## src/rtl/periph_bus_ctrl_if.sv

```systemverilog
// Bundles the CPU command/response channels and the peripheral select/ack bus
// of periph_bus_ctrl; master is the controller side, slave the environment side.
interface periph_bus_ctrl_if #(
  parameter int DATA_W  = 32,
  parameter int DEV_W   = 5,
  parameter int NUM_DEV = 8
);
  logic                      cmd_valid;
  logic                      cmd_ready;
  logic [DEV_W-1:0]          cmd_device;
  logic                      cmd_write;
  logic [DATA_W-1:0]         cmd_wdata;

  logic                      rsp_valid;
  logic                      rsp_ready;
  logic [DATA_W-1:0]         rsp_rdata;
  logic                      rsp_err;

  logic [NUM_DEV-1:0]        dev_sel;
  logic                      dev_wr;
  logic [DATA_W-1:0]         dev_wdata;
  logic [NUM_DEV*DATA_W-1:0] dev_rdata;
  logic [NUM_DEV-1:0]        dev_ack;

  modport master (
    input  cmd_valid, cmd_device, cmd_write, cmd_wdata,
    input  rsp_ready,
    input  dev_rdata, dev_ack,
    output cmd_ready,
    output rsp_valid, rsp_rdata, rsp_err,
    output dev_sel, dev_wr, dev_wdata
  );

  modport slave (
    output cmd_valid, cmd_device, cmd_write, cmd_wdata,
    output rsp_ready,
    output dev_rdata, dev_ack,
    input  cmd_ready,
    input  rsp_valid, rsp_rdata, rsp_err,
    input  dev_sel, dev_wr, dev_wdata
  );
endinterface

```

## src/rtl/periph_bus_ctrl.sv

```systemverilog
// Peripheral bus master: one CPU command at a time, one-hot select/ack
// handshake to NUM_DEV devices, bounded ack wait with error response.
//
//   state    | meaning
//   ---------+-----------------------------------------------------------
//   S_IDLE   | cmd_ready high, waiting for a CPU command
//   S_SELECT | first select cycle, ack ignored, ack timer loaded
//   S_XFER   | select held, waiting for ack from the selected device
//   S_RESP   | response presented until the CPU takes it
module periph_bus_ctrl #(
  parameter int DATA_W  = 32,
  parameter int DEV_W   = 5,
  parameter int NUM_DEV = 8,
  parameter int TIMEOUT = 255
) (
  input logic              clk,
  input logic              reset,
  periph_bus_ctrl_if.master bus
);

  localparam int IDX_W = (NUM_DEV > 1) ? $clog2(NUM_DEV) : 1;
  localparam int TMR_W = $clog2(TIMEOUT + 1);
  localparam logic [TMR_W-1:0] TMR_LOAD = TMR_W'(TIMEOUT - 1);

  typedef enum logic [1:0] {
    S_IDLE   = 2'd0,
    S_SELECT = 2'd1,
    S_XFER   = 2'd2,
    S_RESP   = 2'd3
  } state_t;

  state_t             state;
  state_t             state_nxt;

  logic [IDX_W-1:0]   idx_q;
  logic               wr_q;
  logic [DATA_W-1:0]  wdata_q;
  logic [TMR_W-1:0]   tmr_q;
  logic [DATA_W-1:0]  rdata_q;
  logic               err_q;

  logic               cmd_fire;
  logic               bad_idx;
  logic               ack_sel;
  logic               tmr_tc;
  logic [NUM_DEV-1:0] sel_onehot;
  logic [DATA_W-1:0]  sel_rdata;

  assign cmd_fire  = bus.cmd_valid && (state == S_IDLE);
  assign bad_idx   = (32'(bus.cmd_device) >= NUM_DEV);
  assign ack_sel   = bus.dev_ack[idx_q];
  assign sel_rdata = bus.dev_rdata[int'(idx_q)*DATA_W +: DATA_W];
  // Timer counts down from TIMEOUT-1 loaded in S_SELECT; zero marks the last S_XFER cycle.
  assign tmr_tc    = (tmr_q == '0);

  always_comb begin
    sel_onehot        = '0;
    sel_onehot[idx_q] = 1'b1;
  end

  always_ff @(posedge clk) begin
    if (reset) begin
      state <= S_IDLE;
    end else begin
      state <= state_nxt;
    end
  end

  always_comb begin
    state_nxt = state;
    case (state)
      S_IDLE: begin
        if (cmd_fire) begin
          state_nxt = bad_idx ? S_RESP : S_SELECT;
        end
      end
      S_SELECT: state_nxt = S_XFER;
      S_XFER: begin
        if (ack_sel || tmr_tc) begin
          state_nxt = S_RESP;
        end
      end
      S_RESP: begin
        if (bus.rsp_ready) begin
          state_nxt = S_IDLE;
        end
      end
      default: state_nxt = S_IDLE;
    endcase
  end

  always_comb begin
    bus.cmd_ready = 1'b0;
    bus.rsp_valid = 1'b0;
    bus.dev_sel   = '0;
    bus.dev_wr    = 1'b0;
    bus.dev_wdata = '0;
    case (state)
      S_IDLE: bus.cmd_ready = 1'b1;
      S_SELECT, S_XFER: begin
        bus.dev_sel   = sel_onehot;
        bus.dev_wr    = wr_q;
        bus.dev_wdata = wdata_q;
      end
      S_RESP: bus.rsp_valid = 1'b1;
      default: ;
    endcase
  end

  always_ff @(posedge clk) begin
    if (reset) begin
      idx_q   <= '0;
      wr_q    <= 1'b0;
      wdata_q <= '0;
      tmr_q   <= '0;
      rdata_q <= '0;
      err_q   <= 1'b0;
    end else begin
      case (state)
        S_IDLE: begin
          if (cmd_fire) begin
            idx_q   <= bus.cmd_device[IDX_W-1:0];
            wr_q    <= bus.cmd_write;
            wdata_q <= bus.cmd_wdata;
            if (bad_idx) begin
              rdata_q <= '0;
              err_q   <= 1'b1;
            end
          end
        end
        S_SELECT: tmr_q <= TMR_LOAD;
        S_XFER: begin
          // Ack has priority over a timeout landing in the same cycle.
          if (ack_sel) begin
            rdata_q <= wr_q ? '0 : sel_rdata;
            err_q   <= 1'b0;
          end else if (tmr_tc) begin
            rdata_q <= '0;
            err_q   <= 1'b1;
          end else begin
            tmr_q <= tmr_q - 1'b1;
          end
        end
        default: ;
      endcase
    end
  end

  assign bus.rsp_rdata = rdata_q;
  assign bus.rsp_err   = err_q;

endmodule

```

## src/flat_wrapper.sv

```systemverilog
// flat-port wrapper written by rule: the top's interface ports become plain ports
module periph_bus_ctrl_flat 
#(
  parameter int DATA_W  = 32,
  parameter int DEV_W   = 5,
  parameter int NUM_DEV = 8,
  parameter int TIMEOUT = 255
)
  (clk, reset, bus_cmd_valid, bus_cmd_device, bus_cmd_write, bus_cmd_wdata, bus_rsp_ready, bus_dev_rdata, bus_dev_ack, bus_cmd_ready, bus_rsp_valid, bus_rsp_rdata, bus_rsp_err, bus_dev_sel, bus_dev_wr, bus_dev_wdata);
  periph_bus_ctrl_if #(.DATA_W(DATA_W), .DEV_W(DEV_W), .NUM_DEV(NUM_DEV)) bus_i ();
  input logic clk;
  input logic reset;
  input wire logic [$bits(bus_i.cmd_valid)-1:0] bus_cmd_valid;
  input wire logic [$bits(bus_i.cmd_device)-1:0] bus_cmd_device;
  input wire logic [$bits(bus_i.cmd_write)-1:0] bus_cmd_write;
  input wire logic [$bits(bus_i.cmd_wdata)-1:0] bus_cmd_wdata;
  input wire logic [$bits(bus_i.rsp_ready)-1:0] bus_rsp_ready;
  input wire logic [$bits(bus_i.dev_rdata)-1:0] bus_dev_rdata;
  input wire logic [$bits(bus_i.dev_ack)-1:0] bus_dev_ack;
  output wire logic [$bits(bus_i.cmd_ready)-1:0] bus_cmd_ready;
  output wire logic [$bits(bus_i.rsp_valid)-1:0] bus_rsp_valid;
  output wire logic [$bits(bus_i.rsp_rdata)-1:0] bus_rsp_rdata;
  output wire logic [$bits(bus_i.rsp_err)-1:0] bus_rsp_err;
  output wire logic [$bits(bus_i.dev_sel)-1:0] bus_dev_sel;
  output wire logic [$bits(bus_i.dev_wr)-1:0] bus_dev_wr;
  output wire logic [$bits(bus_i.dev_wdata)-1:0] bus_dev_wdata;
  assign bus_i.cmd_valid = bus_cmd_valid;
  assign bus_i.cmd_device = bus_cmd_device;
  assign bus_i.cmd_write = bus_cmd_write;
  assign bus_i.cmd_wdata = bus_cmd_wdata;
  assign bus_i.rsp_ready = bus_rsp_ready;
  assign bus_i.dev_rdata = bus_dev_rdata;
  assign bus_i.dev_ack = bus_dev_ack;
  assign bus_cmd_ready = bus_i.cmd_ready;
  assign bus_rsp_valid = bus_i.rsp_valid;
  assign bus_rsp_rdata = bus_i.rsp_rdata;
  assign bus_rsp_err = bus_i.rsp_err;
  assign bus_dev_sel = bus_i.dev_sel;
  assign bus_dev_wr = bus_i.dev_wr;
  assign bus_dev_wdata = bus_i.dev_wdata;
  periph_bus_ctrl #(.DATA_W(DATA_W), .DEV_W(DEV_W), .NUM_DEV(NUM_DEV), .TIMEOUT(TIMEOUT)) u_core (.clk(clk), .reset(reset), .bus(bus_i));
endmodule
```

## config.mk

```make
export PLATFORM = sky130hd
export DESIGN_NAME = periph_bus_ctrl_flat
export DESIGN_NICKNAME = d
export VERILOG_FILES = /design/src/rtl/periph_bus_ctrl_if.sv /design/src/rtl/periph_bus_ctrl.sv /design/src/flat_wrapper.sv
export SDC_FILE = /design/constraint.sdc
export NUM_CORES = 1
export LEC_CHECK = 0
export BUFFER_PORTS_ARGS = -buffer_cell sky130_fd_sc_hd__buf_2
export CORE_MARGIN = 10
export CORE_UTILIZATION = 28
export CTS_BUF_LIST = sky130_fd_sc_hd__clkbuf_8
export CTS_CLUSTER_DIAMETER = 200
export DETAILED_ROUTE_END_ITERATION = 6
export MAX_ROUTING_LAYER = met4
export SLEW_MARGIN = 0
export SYNTH_ARGS = -nofsm -noshare
export SYNTH_HDL_FRONTEND = slang
export SYNTH_SLANG_ARGS = --single-unit
```

## constraint.sdc

```tcl
create_clock -name clk -period 3.09 [get_ports clk]
set_input_delay 0.309 -clock clk [delete_from_list [all_inputs] [get_ports clk]]
set_output_delay 0.309 -clock clk [all_outputs]
set_load 0.1 [all_outputs]
```

Word-level counts from Yosys, hierarchy flattened
Index checks and enable logic that the tools add are counted.
{"block": "word_totals", "word_cells": 62, "in_bits": 306, "out_inout_bits": 76, "register_bits": 79}
{"block": "op_classes", "add_sub_neg": 1, "n_eq_ne": 10, "order_cmp": 3, "mux": 28, "n_reduce_logical": 12, "shifts": 1}
{"op": "$shiftx A256 B9 Y32", "count": 1}
{"op": "$mux W32", "count": 6}
{"op": "$pmux W32 S2", "count": 1}
{"op": "$mux W8", "count": 3}
{"op": "$pmux W8 S2", "count": 1}
{"op": "$mux W1", "count": 9}
{"op": "$logic_not A8 Y1", "count": 1}
{"op": "$mux W2", "count": 4}
{"op": "$pmux W2 S4", "count": 1}
{"op": "$sub A8 B1 Y8 const B", "count": 1}
{"op": "$ne A2 B1 Y1 const B", "count": 3}
{"op": "$ne A2 B2 Y1 const B", "count": 3}
{"op": "$reduce_and A3 Y1", "count": 2}
{"op": "$ge A5 B4 Y1 const B", "count": 1}
{"op": "$eq A2 B2 Y1 const B", "count": 2}
{"op": "$lt A3 B4 Y1 const B", "count": 1}
{"op": "$reduce_and A4 Y1", "count": 1}
{"op": "$reduce_bool A2 Y1", "count": 2}
{"op": "$bmux W1 S3", "count": 1}
{"op": "$demux W1 S3", "count": 1}
{"op": "$ge A3 B1 Y1 const B", "count": 1}
{"op": "$ne A3 B1 Y1 const B", "count": 1}
{"op": "$eq A2 B1 Y1 const B", "count": 1}
{"op": "$logic_and A1 B1 Y1", "count": 2}
{"op": "other kinds (5)", "count": 5}

Depth between registers and ports, before layout
{"block": "logic_depth", "ltp_word": 5, "depth_mapped": 9, "ltp_nobuf": 7}

Worst setup path before layout
OpenSTA, ideal clock, no wires.
{"block": "synth_timing", "path_kind": "register to output", "from": "reg u_core.state[1]", "to": "out bus_dev_sel[2]", "setup_slack_ps": -584, "t_required_ps": 2781, "path_stages_with_launch": 7, "arrival_time_ps": 3365, "path_buffers": 2, "cell_sequence": "dfxtp_1 -> inv_1 -> ha_1 -> clkbuf_1 -> clkbuf_1 -> nand2_1 -> nor3_1"}
{"block": "synth_between", "elab_chain_cells": 3, "elab_cells_between_ends": 4}
{"item": "from (decl)", "line_no": "periph_bus_ctrl.sv:32", "source": "state_t state;"}
{"item": "from (signal assigned)", "line_no": "periph_bus_ctrl.sv:65", "source": "state <= state_nxt;"}
{"item": "$eq A2 B1 Y1 / $eq A2 B2 Y1 (equally long branches)", "line_no": "periph_bus_ctrl.sv:98", "source": "case (state)"}
{"item": "$reduce_or A2 Y1 *", "line_no": "periph_bus_ctrl.sv:98"}
{"item": "$mux W8 *", "line_no": "periph_bus_ctrl.sv:98"}
{"item": "to (decl)", "line_no": "flat_wrapper.sv:24", "source": "output wire logic [$bits(bus_i.dev_sel)-1:0] bus_dev_sel;"}
Every way passes the cells marked *; elsewhere a longest branch is shown, timed or not.

Worst setup path after layout
{"block": "layout_timing", "from": "reg u_core.state[1]", "to": "out bus_dev_wdata[24]"}
{"block": "layout_between", "elab_chain_cells": 3, "elab_cells_between_ends": 4}
{"item": "$eq A2 B1 Y1 / $eq A2 B2 Y1 (equally long branches)", "line_no": "periph_bus_ctrl.sv:98"}
{"item": "$reduce_or A2 Y1 *", "line_no": "periph_bus_ctrl.sv:98"}
{"item": "$mux W32 *", "line_no": "periph_bus_ctrl.sv:98"}
{"item": "to (decl)", "line_no": "flat_wrapper.sv:26", "source": "output wire logic [$bits(bus_i.dev_wdata)-1:0] bus_dev_wdata;"}
Marks and branches as above.

==> key figures <==
Global route
  • Grt total ovfl: 0
  • Vias in the first global route: 5781
  • Largest net degree at the start of global routing: 66
  • First-pass GRT wire length: 34600 um
  • Initial antenna violation count: 6
  • Gr usage total: 0.189

Critical path
  • CP Cell Sequence: inv_1 -> ha_1 -> buf_4 -> and2_1 -> buf_2
  • Largest stage delay, worst path: 0.53 ns
  • CP Max Fanout: 23
  • Critical path required time: between 2 and 3 ns
  • CP arrival: 2.23 ns
  • CP max-delay cell: ha_1
  • Reg2Reg Depth: 8
  • Worst setup SP type: flip-flop
  • WS Path Type: reg -> out
  • Capturing element type of the critical path: primary output

Run
  • Max-cap violations: 0

Detailed routing
  • DR vias/cell: 5.02
  • DRC Markers: 0
  • Antenna-violating nets left: 0
  • Pre-Repair DR Iteration Count: 4
  • Routed length per instance: 21.7 um
  • Overall routed net length: 24400 um
  • Initial drt markers: 408
  • Vias: ~5.6k

Logic synthesis
  • Count leader, synth: nand2_1
  • Area contributors post-synth: dfxtp_1 30%, mux4_2 28%, mux2i_1 6.1%
  • Cell count after synthesis: 525
  • Yosys reg bits: 79
  • FFs w/ async S/R, synth: 0
  • Post-synth design cell area: 5290 um2
  • Distinct cells, synth: 41
  • Syn nets: around 840
  • Post-synthesis compound-gate area fraction: 0.129
  • Main synth FF type: dfxtp_1
  • Sequential fraction of the synthesis area: 0.299
  • Top cells by count, synth: 81 x nand2_1, 79 x dfxtp_1, 65 x mux4_2
  • EDFF count, synth: 0
  • Syn avg cell area: approximately 10 um2
  • Mux cell area share after synthesis: 0.346
  • Yosys warnings: 0
  • Leading area contributor after synthesis: dfxtp_1
  • Post-synth top area share: 0.299
  • Synth Area in Simple Gates: 0.163
  • Largest family of logic cells by synthesized area: multiplexers
  • Xor/xnor share of the synthesized area: 0
  • Post-Synth Adder-Cell Area: 0.0118

Die
  • Core ar.: 18600 um2
  • Rows: 50
  • Initial Util: 0.283
  • Die Area: between 20000 and 25000 um2
  • Die Y: 157 um
  • IO Pins: 382
  • Die width: ~160 um

Place
  • Setup Slack @ Placement: 0.642 ns
  • Post-DP HPWL: ~20000 um
  • Port-buffer cells: 381
  • GPL Wtd Cong: 0.924

Timing
  • Final Critical Period: 2.54 ns
  • Setup_tns: 0 ns
  • Fin. Hold Viols: 0
  • F_max: 0.394 GHz
  • Fin. max-slew vios: 0
  • Setup Skew: 0.0101 ns
  • # setup viols final: 0
  • Rel. slew slack: 0.602
  • Final period utilization: 0.821
  • Setup ws final: approximately 0.55 ns
  • Slew @ Worst Pin: between 0.5 and 0.6 ns
  • Unrepaired setup endpoints after global routing: false

Clock network
  • Inserted Clock Buffers: 9
  • Post-CTS sizing: 0
  • Postcts setup bufs: 0
  • Maximum clock path buffer count: 2
  • Clk Latency, worst-skew pair: around 0.38 ns
  • Sinks on Clock Net: 79
  • Root buffer cell: clkbuf_8
  • H-tree levels: 3
  • Hold_buf cts: 0
  • CTS tree: done
  • Clk pin slew, worst setup/hold paths: ~0.09 ns

Min path
  • Hold Crit Depth: 3
  • Worst hold path class: in -> reg

Finish
  • Multi-input gate area: ~3500 um2
  • Synth-to-Final Area Change: 44.7%
  • FILL cells: 1923
  • Share of layout cells above drive strength 1: 0.567
  • Nets: 1188
  • Storage element area: 1590 um2

Status
  • Outcome: finished clean

Power and ir drop
  • Maximum vdd drop: between 400 and 500 uV
  • PD cells: ~710 nW/um2
  • Leakage: roughly 3.4 nW
==> placed cells by master, fill, tap and decap left out, types with 3 or more instances in the layout <==
| cell | count |
|---|---|
| a21oi_1 | 42 |
| a311oi_1 | 4 |
| a31o_1 | 18 |
| a31o_2 | 15 |
| a41o_1 | 3 |
| and2_1 | 35 |
| buf_12 | 3 |
| buf_2 | 381 |
| buf_4 | 9 |
| clkbuf_8 | 10 |
| dfxtp_1 | 76 |
| diode_2 | 7 |
| ha_1 | 5 |
| inv_1 | 8 |
| mux2i_1 | 32 |
| mux4_2 | 65 |
| nand2_1 | 81 |
| nand2b_1 | 4 |
| nand3_1 | 3 |
| nor2_1 | 13 |
| nor3_1 | 34 |
| o21ai_0 | 6 |
==> critical path, delay by kind of cell (launching register included) <==
kind	cells	cell delay [ns]
buffers and inverters	3	0.79
adders and majority gates	1	0.53
DFF	1	0.38
and+or+nand+nor	1	0.16
==> power breakdown <==
group | total, W | internal, W | switching [W]
Sequential | 0.00132 | 0.00119 | 0.000131
Combinational | 0.00325 | 0.00102 | 0.00223
Clock | 0.000893 | 0.000482 | 0.000411
Total | 0.00547 | 0.00269 | 0.00278
==> registers in the layout, indices dropped and copies added (netlist names) <==
name and count:
u_core.bus.rsp_rdata 32, u_core.wdata_q 32, u_core.tmr_q 8, u_core.idx_q 3, u_core.state 2, u_core.bus.rsp_err 1, u_core.wr_q 1
==> through the flow <==
| step | instances | hold WS (ns) | area, um2 | power (W) | util |
|---|---|---|---|---|---|
| floorplan | 525 | 0.432 | 5300 | 0.00389 | - |
| global placement | 1100 | 0.437 | 7410 | 0.00461 | 0.397 |
| detailed placement | 1100 | 0.443 | 7410 | 0.00464 | 0.397 |
| CTS | 1116 | 0.130 | 7630 | 0.00555 | 0.409 |
| global route | 1122 | 0.122 | 7650 | 0.00585 | 0.410 |
| finish | 1123 | 0.157 | 7650 | 0.00547 | 0.410 |
==> area by class of cell <==
cell class	instances	share of cell area
diodes	7	0.00229
clock inverters	6	0.0116
clock buffers	10	0.0180
inverters	9	0.00442
well taps	234	0.0383
multi-input cells	385	0.452
flip-flops and latches	79	0.208
repair buffers	393	0.266
==> worst paths after layout <==
check	slack, ns	end	from
worst max-delay path	0.55	bus_dev_wdata[24]	u_core.state[1]
worst min-delay path	0.16	u_core.wdata_q[19]	bus_cmd_wdata[19]
worst max register to register	0.64	u_core.bus.rsp_err	u_core.tmr_q[0]
worst min register to register	0.45	u_core.wdata_q[24]	u_core.wdata_q[24]
==> layer usage <==
metal	share of wire	GRT usage	vias to the layer above
li1	-	-	2686
met1	0.39	0.216	2636
met2	0.48	0.295	282
met3	0.10	0.0751	28
met4	0.024	0.0650	0
met5	0	-	-
==> kinds of logic (layout without fill, tap and decap cells) <==
logic type	count (synthesis)	after routing
fa+ha+maj	5	5
mux	101	101
other cells	0	7
flops	79	79
simple gates	182	182
compound gates	97	97
buf+inv	61	418
No activity file was read; power rests on OpenSTA's default activity.
